**src/rtl/alu_mdu.sv**
```systemverilog
// Execution unit: single-cycle base ALU, branch/JALR resolution,
// pipelined RV32M multiply and iterative restoring divide.
module alu_mdu #(
    parameter int XLEN       = 32,
    parameter int ROB_ID_W   = 4,
    parameter int OP_W       = 7,
    parameter int HAS_M      = 1,
    parameter int MUL_STAGES = 2,
    parameter int DIV_STEPS  = 1
) (
    input  logic                clk,
    input  logic                rst_in,
    input  logic                rdy_in,
    input  logic                execute,
    input  logic                flush,
    input  logic [OP_W-1:0]     op_type,
    input  logic [XLEN-1:0]     val1,
    input  logic [XLEN-1:0]     val2,
    input  logic [ROB_ID_W-1:0] entry,
    input  logic [XLEN-1:0]     nowPC,
    output logic                in_ready,
    output logic                aluReady,
    output logic [ROB_ID_W-1:0] entry_out,
    output logic [XLEN-1:0]     val_out,
    output logic [XLEN-1:0]     alu2if_pc,
    output logic                alu2if_con
);

    localparam int SH_W    = $clog2(XLEN);
    localparam int DIV_CYC = XLEN / DIV_STEPS;
    localparam int CNT_W   = $clog2(DIV_CYC + MUL_STAGES) + 1;
    localparam bit M_EN    = (HAS_M != 0);

    localparam logic [2:0] OP_B_TYPE = 3'd1;
    localparam logic [2:0] OP_I_TYPE = 3'd2;
    localparam logic [2:0] OP_R_TYPE = 3'd3;
    localparam logic [2:0] OP_L_TYPE = 3'd4;
    localparam logic [2:0] OP_S_TYPE = 3'd5;
    localparam logic [2:0] OP_U_TYPE = 3'd6;
    localparam logic [2:0] OP_M_TYPE = 3'd7;

    localparam logic [XLEN-1:0] MIN_INT = {1'b1, {(XLEN-1){1'b0}}};
    localparam logic [CNT_W-1:0] MUL_CNT0 =
        CNT_W'(MUL_STAGES > 1 ? MUL_STAGES - 2 : 0);
    localparam logic [CNT_W-1:0] DIV_CNT0 = CNT_W'(DIV_CYC - 1);

    typedef enum logic [1:0] {
        S_IDLE,
        S_MUL,
        S_DIV
    } state_e;

    state_e                state_q, state_d;
    logic [CNT_W-1:0]      cnt_q, cnt_d;
    logic [2:0]            f3_q, f3_d;
    logic [ROB_ID_W-1:0]   tag_q, tag_d;
    logic signed [XLEN:0]  mul_a_q, mul_a_d;
    logic signed [XLEN:0]  mul_b_q, mul_b_d;
    logic [XLEN-1:0]       quo_q, quo_d;
    logic [XLEN-1:0]       rem_q, rem_d;
    logic [XLEN-1:0]       dvs_q, dvs_d;
    logic                  negq_q, negq_d;
    logic                  negr_q, negr_d;
    logic                  rdy_q, rdy_d;
    logic                  con_q, con_d;
    logic [XLEN-1:0]       val_q, val_d;
    logic [ROB_ID_W-1:0]   ent_q, ent_d;
    logic [XLEN-1:0]       pc_q, pc_d;

    logic [2:0]            cls, f3;
    logic                  v;
    logic [SH_W-1:0]       shamt;
    logic [XLEN-1:0]       sum, diff;
    logic                  lt_s, lt_u;
    logic [XLEN-1:0]       base_res;
    logic                  base_jalr;
    logic                  is_m;

    logic                  a_neg, b_neg, mul_fin;
    logic signed [2*XLEN+1:0] prod;
    logic [XLEN-1:0]       mul_res, div_res;
    logic [XLEN:0]         r_ext;
    logic [XLEN-1:0]       q_t, r_t;

    assign cls   = op_type[6:4];
    assign f3    = op_type[3:1];
    assign v     = op_type[0];
    assign shamt = val2[SH_W-1:0];
    assign sum   = val1 + val2;
    assign diff  = val1 - val2;
    assign lt_s  = $signed(val1) < $signed(val2);
    assign lt_u  = val1 < val2;
    assign is_m  = M_EN && (cls == OP_M_TYPE);

    always_comb begin
        base_res  = '0;
        base_jalr = 1'b0;
        case (cls)
            OP_B_TYPE: begin
                case (f3)
                    3'b000: base_res = XLEN'(val1 == val2);
                    3'b001: base_res = XLEN'(val1 != val2);
                    3'b011: begin
                        base_res  = nowPC;
                        base_jalr = 1'b1;
                    end
                    3'b100: base_res = XLEN'(lt_s);
                    3'b101: base_res = XLEN'(!lt_s);
                    3'b110: base_res = XLEN'(lt_u);
                    3'b111: base_res = v ? sum : XLEN'(!lt_u);
                    default: base_res = '0;
                endcase
            end
            OP_I_TYPE, OP_R_TYPE: begin
                case (f3)
                    3'b000: base_res = (cls == OP_R_TYPE && v) ? diff : sum;
                    3'b001: base_res = val1 << shamt;
                    3'b010: base_res = XLEN'(lt_s);
                    3'b011: base_res = XLEN'(lt_u);
                    3'b100: base_res = val1 ^ val2;
                    3'b101: base_res = v ? XLEN'($signed(val1) >>> shamt)
                                         : (val1 >> shamt);
                    3'b110: base_res = val1 | val2;
                    default: base_res = val1 & val2;
                endcase
            end
            OP_L_TYPE, OP_S_TYPE, OP_U_TYPE: base_res = sum;
            default: base_res = '0;
        endcase
    end

    always_comb begin
        state_d = state_q;
        cnt_d   = cnt_q;
        f3_d    = f3_q;
        tag_d   = tag_q;
        mul_a_d = mul_a_q;
        mul_b_d = mul_b_q;
        quo_d   = quo_q;
        rem_d   = rem_q;
        dvs_d   = dvs_q;
        negq_d  = negq_q;
        negr_d  = negr_q;
        rdy_d   = 1'b0;
        con_d   = 1'b0;
        val_d   = val_q;
        ent_d   = ent_q;
        pc_d    = pc_q;
        a_neg   = 1'b0;
        b_neg   = 1'b0;
        mul_fin = 1'b0;

        // One batch of restoring-division steps on the magnitudes
        q_t   = quo_q;
        r_t   = rem_q;
        r_ext = '0;
        for (int i = 0; i < DIV_STEPS; i++) begin
            r_ext = {r_t, q_t[XLEN-1]};
            q_t   = {q_t[XLEN-2:0], 1'b0};
            if (r_ext >= {1'b0, dvs_q}) begin
                r_ext  = r_ext - {1'b0, dvs_q};
                q_t[0] = 1'b1;
            end
            r_t = r_ext[XLEN-1:0];
        end
        div_res = f3_q[1] ? (negr_q ? -r_t : r_t)
                          : (negq_q ? -q_t : q_t);

        case (state_q)
            S_IDLE: begin
                if (execute && is_m && !f3[2]) begin
                    f3_d    = f3;
                    tag_d   = entry;
                    mul_a_d = {(f3 == 3'b001 || f3 == 3'b010) & val1[XLEN-1], val1};
                    mul_b_d = {(f3 == 3'b001) & val2[XLEN-1], val2};
                    if (MUL_STAGES <= 1) begin
                        mul_fin = 1'b1;
                        rdy_d   = 1'b1;
                        ent_d   = entry;
                    end else begin
                        state_d = S_MUL;
                        cnt_d   = MUL_CNT0;
                    end
                end else if (execute && is_m) begin
                    a_neg = !f3[0] & val1[XLEN-1];
                    b_neg = !f3[0] & val2[XLEN-1];
                    f3_d  = f3;
                    tag_d = entry;
                    if (val2 == '0) begin
                        rdy_d = 1'b1;
                        ent_d = entry;
                        val_d = f3[1] ? val1 : '1;
                    end else if (!f3[0] && val1 == MIN_INT && val2 == '1) begin
                        rdy_d = 1'b1;
                        ent_d = entry;
                        val_d = f3[1] ? '0 : MIN_INT;
                    end else begin
                        quo_d   = a_neg ? -val1 : val1;
                        dvs_d   = b_neg ? -val2 : val2;
                        rem_d   = '0;
                        negq_d  = a_neg ^ b_neg;
                        negr_d  = a_neg;
                        cnt_d   = DIV_CNT0;
                        state_d = S_DIV;
                    end
                end else if (execute) begin
                    rdy_d = 1'b1;
                    ent_d = entry;
                    val_d = base_res;
                    con_d = base_jalr;
                    if (base_jalr) begin
                        pc_d = sum & ~XLEN'(1);
                    end
                end
            end
            S_MUL: begin
                if (cnt_q == '0) begin
                    mul_fin = 1'b1;
                    rdy_d   = 1'b1;
                    ent_d   = tag_q;
                    state_d = S_IDLE;
                end else begin
                    cnt_d = cnt_q - 1'b1;
                end
            end
            S_DIV: begin
                quo_d = q_t;
                rem_d = r_t;
                if (cnt_q == '0) begin
                    rdy_d   = 1'b1;
                    ent_d   = tag_q;
                    val_d   = div_res;
                    state_d = S_IDLE;
                end else begin
                    cnt_d = cnt_q - 1'b1;
                end
            end
            default: state_d = S_IDLE;
        endcase

        // Single shared multiplier fed by the next-state operands
        prod    = mul_a_d * mul_b_d;
        mul_res = (f3_d == 3'b000) ? prod[XLEN-1:0] : prod[2*XLEN-1:XLEN];
        if (mul_fin) begin
            val_d = mul_res;
        end
    end

    always_ff @(posedge clk) begin
        if (!rst_in) begin
            state_q <= S_IDLE;
            cnt_q   <= '0;
            f3_q    <= '0;
            tag_q   <= '0;
            mul_a_q <= '0;
            mul_b_q <= '0;
            quo_q   <= '0;
            rem_q   <= '0;
            dvs_q   <= '0;
            negq_q  <= 1'b0;
            negr_q  <= 1'b0;
            rdy_q   <= 1'b0;
            con_q   <= 1'b0;
            val_q   <= '0;
            ent_q   <= '0;
            pc_q    <= '0;
        end else if (flush) begin
            state_q <= S_IDLE;
            rdy_q   <= 1'b0;
            con_q   <= 1'b0;
        end else if (rdy_in) begin
            state_q <= state_d;
            cnt_q   <= cnt_d;
            f3_q    <= f3_d;
            tag_q   <= tag_d;
            mul_a_q <= mul_a_d;
            mul_b_q <= mul_b_d;
            quo_q   <= quo_d;
            rem_q   <= rem_d;
            dvs_q   <= dvs_d;
            negq_q  <= negq_d;
            negr_q  <= negr_d;
            rdy_q   <= rdy_d;
            con_q   <= con_d;
            val_q   <= val_d;
            ent_q   <= ent_d;
            pc_q    <= pc_d;
        end
    end

    assign in_ready   = (state_q == S_IDLE);
    assign aluReady   = rdy_q;
    assign entry_out  = ent_q;
    assign val_out    = val_q;
    assign alu2if_pc  = pc_q;
    assign alu2if_con = con_q;

endmodule

```
**config.mk**
```make
export PLATFORM = sky130hd
export DESIGN_NAME = alu_mdu
export DESIGN_NICKNAME = d
export VERILOG_FILES = /design/src/rtl/alu_mdu.sv
export SDC_FILE = /design/constraint.sdc
export NUM_CORES = 2
export LEC_CHECK = 0
export CAP_MARGIN = 20
export CORE_MARGIN = 8
export CORE_UTILIZATION = 35
export CTS_BUF_LIST = sky130_fd_sc_hd__clkbuf_16
export DETAILED_ROUTE_END_ITERATION = 10
export DONT_BUFFER_PORTS = 1
export GPL_TIMING_DRIVEN = 0
export SETUP_SLACK_MARGIN = 0.02
export SLEW_MARGIN = 20
export SYNTH_ARGS = -nofsm -noshare
export SYNTH_HDL_FRONTEND = slang
export SYNTH_SLANG_ARGS = --single-unit
```
**constraint.sdc**
```tcl
create_clock -name clk -period 18.9 [get_ports clk]
set_input_delay 3.78 -clock clk [delete_from_list [all_inputs] [get_ports clk]]
set_output_delay 3.78 -clock clk [all_outputs]
set_load 0.01 [all_outputs]
```
# Word level (Yosys, flattened, before mapping)
# Cells that the tools add are included.
word_totals:
  ff_bits: 249
  output_inout_bits: 71
  input_bits: 112
classes:
  n_mux: 76
  eq_ne: 35
  shifts: 3
  n_bitwise: 14
  n_addsub: 8
  mul: 1
  n_reduce_logical: 32
  order_cmp: 3
op_table:
  columns: ["operator", "n"]
  rows:
  - ["two-way mux 32 bit", 27]
  - ["one-hot mux 32 bit (7 select lines)", 2]
  - ["one-hot mux 32 bit (2 select lines)", 3]
  - ["two-way mux 33 bit", 4]
  - ["negation 32 bit", 4]
  - ["one-hot mux 32 bit (3 select lines)", 1]
  - ["equality test 32 bit (second input constant)", 2]
  - ["less-than comparator 32 bit", 2]
  - ["multiplier 33 x 33 -> 64 bit", 1]
  - ["subtractor 32 bit", 2]
  - ["AND reduction 7 bit", 6]
  - ["two-way mux 7 bit", 5]
  - [">= comparator 33 x 32 -> 1 bit", 1]
  - ["adder 32 bit", 1]
  - ["AND 32 bit", 1]
  - ["equality test 32 bit", 1]
  - ["logical NOT 32 bit", 1]
  - ["two-way mux 4 bit", 8]
  - ["inequality test 32 bit", 1]
  - ["OR 32 bit", 1]
  - ["<< shifter 32 x 5 -> 32 bit", 1]
  - [">> shifter 32 x 5 -> 32 bit", 1]
  - [">>> shifter 32 x 5 -> 32 bit", 1]
  - ["bitwise XOR 32 bit", 1]
  - ["36 further kinds", 94]

# Longest topological paths before layout
depth:
  depth_word: 10
  ltp_mapped: 40

# Least setup slack after synthesis
# OpenSTA, ideal clock, no wires.
synth_timing:
  kind: "input to register"
  startpoint: "input port execute"
  endpoint: "register val_q[28] (netlist: val_out[28])"
  cell_stages: 37
  arrival_ps: 14264
  setup_ps: 120
  n_path_buf: 7
  slack_ps: 4516
  cell_sequence: "clkbuf_1 > and4_1 > clkbuf_1 > and3_1 > clkbuf_1 > buf_1 > clkbuf_1 > mux2i_1 > clkbuf_1 > nor2_1 > fa_1 > inv_1 > fa_1 > inv_1 > fa_1 > fa_1 > inv_1 > fa_1 > inv_1 > fa_1 > fa_1 > inv_1 > fa_1 > inv_1 > ha_1 > clkbuf_1 > and3_1 > and3_1 > a211oi_1 > or3b_2 > o21a_1 > o41ai_1 > o21ai_0 > a21oi_1 > or4b_2 > a31oi_1 > a211o_1"
synth_via:
  elab_chain_cells: 7
  word_cells_on_any_way: 20
  classes_between: "1 x mul; 3 x eq/ne; 12 x mux; 4 x reduce/logical"
synth_lines:
  columns: ["element", "line_no", "source"]
  rows:
  - ["from (decl)", "14", "input logic execute,"]
  - ["logical AND 1 bit", "171, 184", null]
  - ["logical AND 1 bit / two-way mux 3 bit (equally long branches)", "171, 184", null]
  - ["two-way mux 33 bit / two-way mux 3 bit (equally long branches)", "171", "if (execute && is_m && !f3[2]) begin"]
  - ["two-way mux 33 bit / two-way mux 3 bit (equally long branches)", "169", "case (state_q)"]
  - ["multiplier 33 x 33 -> 64 bit / logical NOT 3 bit (equally long branches)", "242, 243", null]
  - ["two-way mux 32 bit", "243", "mul_res = (f3_d == 3'b000) ? prod[XLEN-1:0] : prod[2*XLEN-1:XLEN];"]
  - ["two-way mux 32 bit", "244", "if (mul_fin) begin"]
  - ["to (signal assigned)", "285", "val_q <= val_d;"]
  - ["to (decl)", "66", "logic [XLEN-1:0] val_q, val_d;"]
# Several ways; a longest one is shown, not always the timed one. The select of a mux whose other input is x is not followed.
# A chain may end at the register's enable or synchronous reset.

# Worst setup path in the final report
layout_timing:
  startpoint: "input port execute"
  endpoint: "register val_q[26] (netlist: val_out[26])"
# Same word-level chain as after synthesis.

==> run metrics <==
outcome finished, final reports clean; Placed Instance Area approximately 70000 um2; slowest stage cell, crit path fa_1; final worst path period share 0.995; FF-to-FF path depth 34; die height ~440 um; CP most frequent cell fa_1; total CTS buffers 29; internal power between 1 and 1.5 mW; WL/cell between 30 and 40 um; Fmax roughly 0.053 GHz; Top FF cell, synth dfxtp_1; Clock Latency Late Sink roughly 0.64 ns; Worst VDD drop between 0.07 and 0.08 mV; post-route cell area ~69000 um2; critical path startpoint category primary input; R2R setup slack approximately 3.8 ns; Port Buf Inserts 0; layout cells sized above 1 0.0493; post-route setup TNS 0 ns; Cell Area, Synth roughly 64000 um2; Async SR Flop Fraction 0; skew final 0.0324 ns; drc violations 0; num ports 183; Final #Nets ~9600; Arr. time, crit path slightly below 20 ns; area of the multi-input gates between 50000 and 60000 um2; Yosys top cell by area fa_1; worst hold path type reg2reg; CP required slightly below 20 ns; antenna violations before repair 31; HPWL after DPL around 330000 um; largest net degree at the start of global routing 22; Die Area approximately 200000 um2; sequential power share 0.225; minimum clock period roughly 19 ns; count of final setup violators 0; Core Util, Final 0.383; CP Capture Type register; CTS tree done; TritonRoute pass-1 iters 9; Switching Fraction 0.503; Starting Density 0.352; WHS 0.438 ns; clock-pin slew on the worst setup and hold paths roughly 0.06 ns; die width 442 um; DR vias/cell 6.06; PD cells between 30 and 40 nW/um2; Post-synth EDFFs 0; synth unique cells between 90 and 100; flops & latches, synth around 250; setup fix buffers added after clock tree synthesis 0; register area share after synthesis 0.0784; Core ar. between 150000 and 200000 um2; synth cell count leaders inv_1 (1255), fa_1 (1128), nor2_1 (1051), nand2_1 (1011), a21oi_1 (503); vias in the first global route roughly 64000; RD Place Congestion around 1.1; syn_nets ~9500; first-pass GRT wire length ~530000 um; Final Hold Viols 0; H-tree Lvls 1; Syn Inst Count just under 8000; most frequent cell after synthesis inv_1; Detail Route Antenna Nets 0; Area Overhead vs Synth 8.77%; total clock sinks roughly 250; fill count 19100; Synth Warn # 0; global route total overflow 0; Leak between 30 and 40 nW; worst relative slew slack 0.0606; GRT Resource Usage Total 0.392; area share of the leading cell type in the synthesized netlist 0.355; crit path max fanout 11; DR vias roughly 63000; Worst Tran Pin Value 1.39 ns; Initial DRC Count about 7400; CP peak stage delay 0.96 ns; Max Slew Vio Count 0; Max-Cap Viols 0; Cell Rows about 160; net load switching power 1.21 mW; sequential standard cell area ~5000 um2; clock network power share 0.245; clock tree buffer depth 3; Mapped Avg Cell Area approximately 8.0 um2; Hold Path Stages 2; total power approximately 2.4 mW; combinational share of power 0.531; RSZ-0062 raised after global routing no; Routed WL between 300000 and 400000 um; CP Class in2reg; clock root cell clkbuf_16; ranking of synthesized cells by area fa_1 (36%), dfxtp_1 (7.8%), inv_1 (7.4%)
-- power groups by stage --
stage | sequential (mW) | combinational (mW) | clock, mW
detailed placement | 0.554 | 1.22 | 0
global route | 0.543 | 1.31 | 0.608
global placement | 0.554 | 1.21 | 0
floorplan | 0.550 | 0.651 | 0
CTS | 0.542 | 1.23 | 0.593
finish | 0.542 | 1.28 | 0.591
-- worst max-delay path, delay by kind of cell --
kind            cells  cell delay (ns)
simple gates        6             2.28
fa+ha+maj           9             5.01
buf+inv            12             4.66
mux                 1             0.81
compound gates      7             2.68
-- layer usage --
layer | GRT usage | share of wire | wire [um] | up-vias
li1 | - | - | - | 25800
met1 | 0.455 | 0.36 | 143000 | 32500
met2 | 0.607 | 0.43 | 171000 | 3928
met3 | 0.0860 | 0.089 | 35000 | 1206
met4 | 0.350 | 0.12 | 46100 | 8
met5 | 0 | 0.00014 | 57 | -
-- per-stage QoR --
| step | setup WS, ns | cells |
|---|---|---|
| global route | 0.136 | 10400 |
| CTS | 0.577 | 10400 |
| finish | 0.101 | 10500 |
| floorplan | 4.52 | 7946 |
| detailed placement | -0.0569 | 10400 |
| global placement | -0.551 | 10300 |
-- registers in the layout (all words and copies together), names as in the netlist, 7 cells and up --
signal,count
mul_b_q,33
dvs_q,32
quo_q,32
mul_a_q,33
val_out,32
rem_q,32
alu2if_pc,31
cnt_q,7
-- what timing repair did --
action | 4_1_cts | 5_1_grt
hold buffers | 0 | 0
resized for setup | 0 | 2
setup endpoints to repair | 0 | 3
-- cell type report --
class | instances | area share
clock inverter | 23 | 0.00304
multi-input combinational | 5941 | 0.760
buffer | 490 | 0.0282
timing repair buffer | 68 | 0.0134
antenna | 36 | 0.00130
clock buffer | 29 | 0.0105
inverter | 1265 | 0.0688
tap | 2370 | 0.0429
sequential | 249 | 0.0721
-- placed cells by master, fill, tap and decap left out, types with 38 or more instances in the layout --
cell | Yosys | layout
ha_1 | 351 | 351
inv_1 | 1255 | 1258
o211ai_1 | 50 | 50
fa_1 | 1128 | 1127
xor2_1 | 78 | 78
nor2_1 | 1051 | 1050
xnor2_1 | 166 | 166
nand3_1 | 77 | 77
dfxtp_1 | 249 | 249
nor3_1 | 87 | 84
o21ai_2 | 0 | 42
a21o_1 | 65 | 65
nor4_1 | 43 | 41
a21oi_1 | 503 | 501
mux4_2 | 62 | 62
a31oi_1 | 66 | 66
nand4_1 | 38 | 38
a211oi_1 | 106 | 106
nand2_1 | 1011 | 1011
clkbuf_1 | 430 | 398
o21ai_0 | 296 | 272
mux2i_1 | 131 | 90
-- cell families (layout without fill, tap and decap cells) --
family,count (synthesis),after routing,share of synthesized area
AO/OA/AOI/OAI,1483,1483,0.147
XOR/XNOR,244,244,0.0336
adder cells (fa/ha/maj),1479,1479,0.424
buffers and inverters,1756,1875,0.105
flip-flops,249,249,0.0784
multiplexers,210,210,0.0456
other,1,37,0.0000590
AND/OR/NAND/NOR,2524,2524,0.166
-- path summary, 6_finish.rpt --
check              from          end
max             execute  val_out[26]
min reg2reg    cnt_q[6]     cnt_q[6]
min            cnt_q[6]     cnt_q[6]
max reg2reg  state_q[1]  val_out[26]
Power figures use the tool's default switching activity.
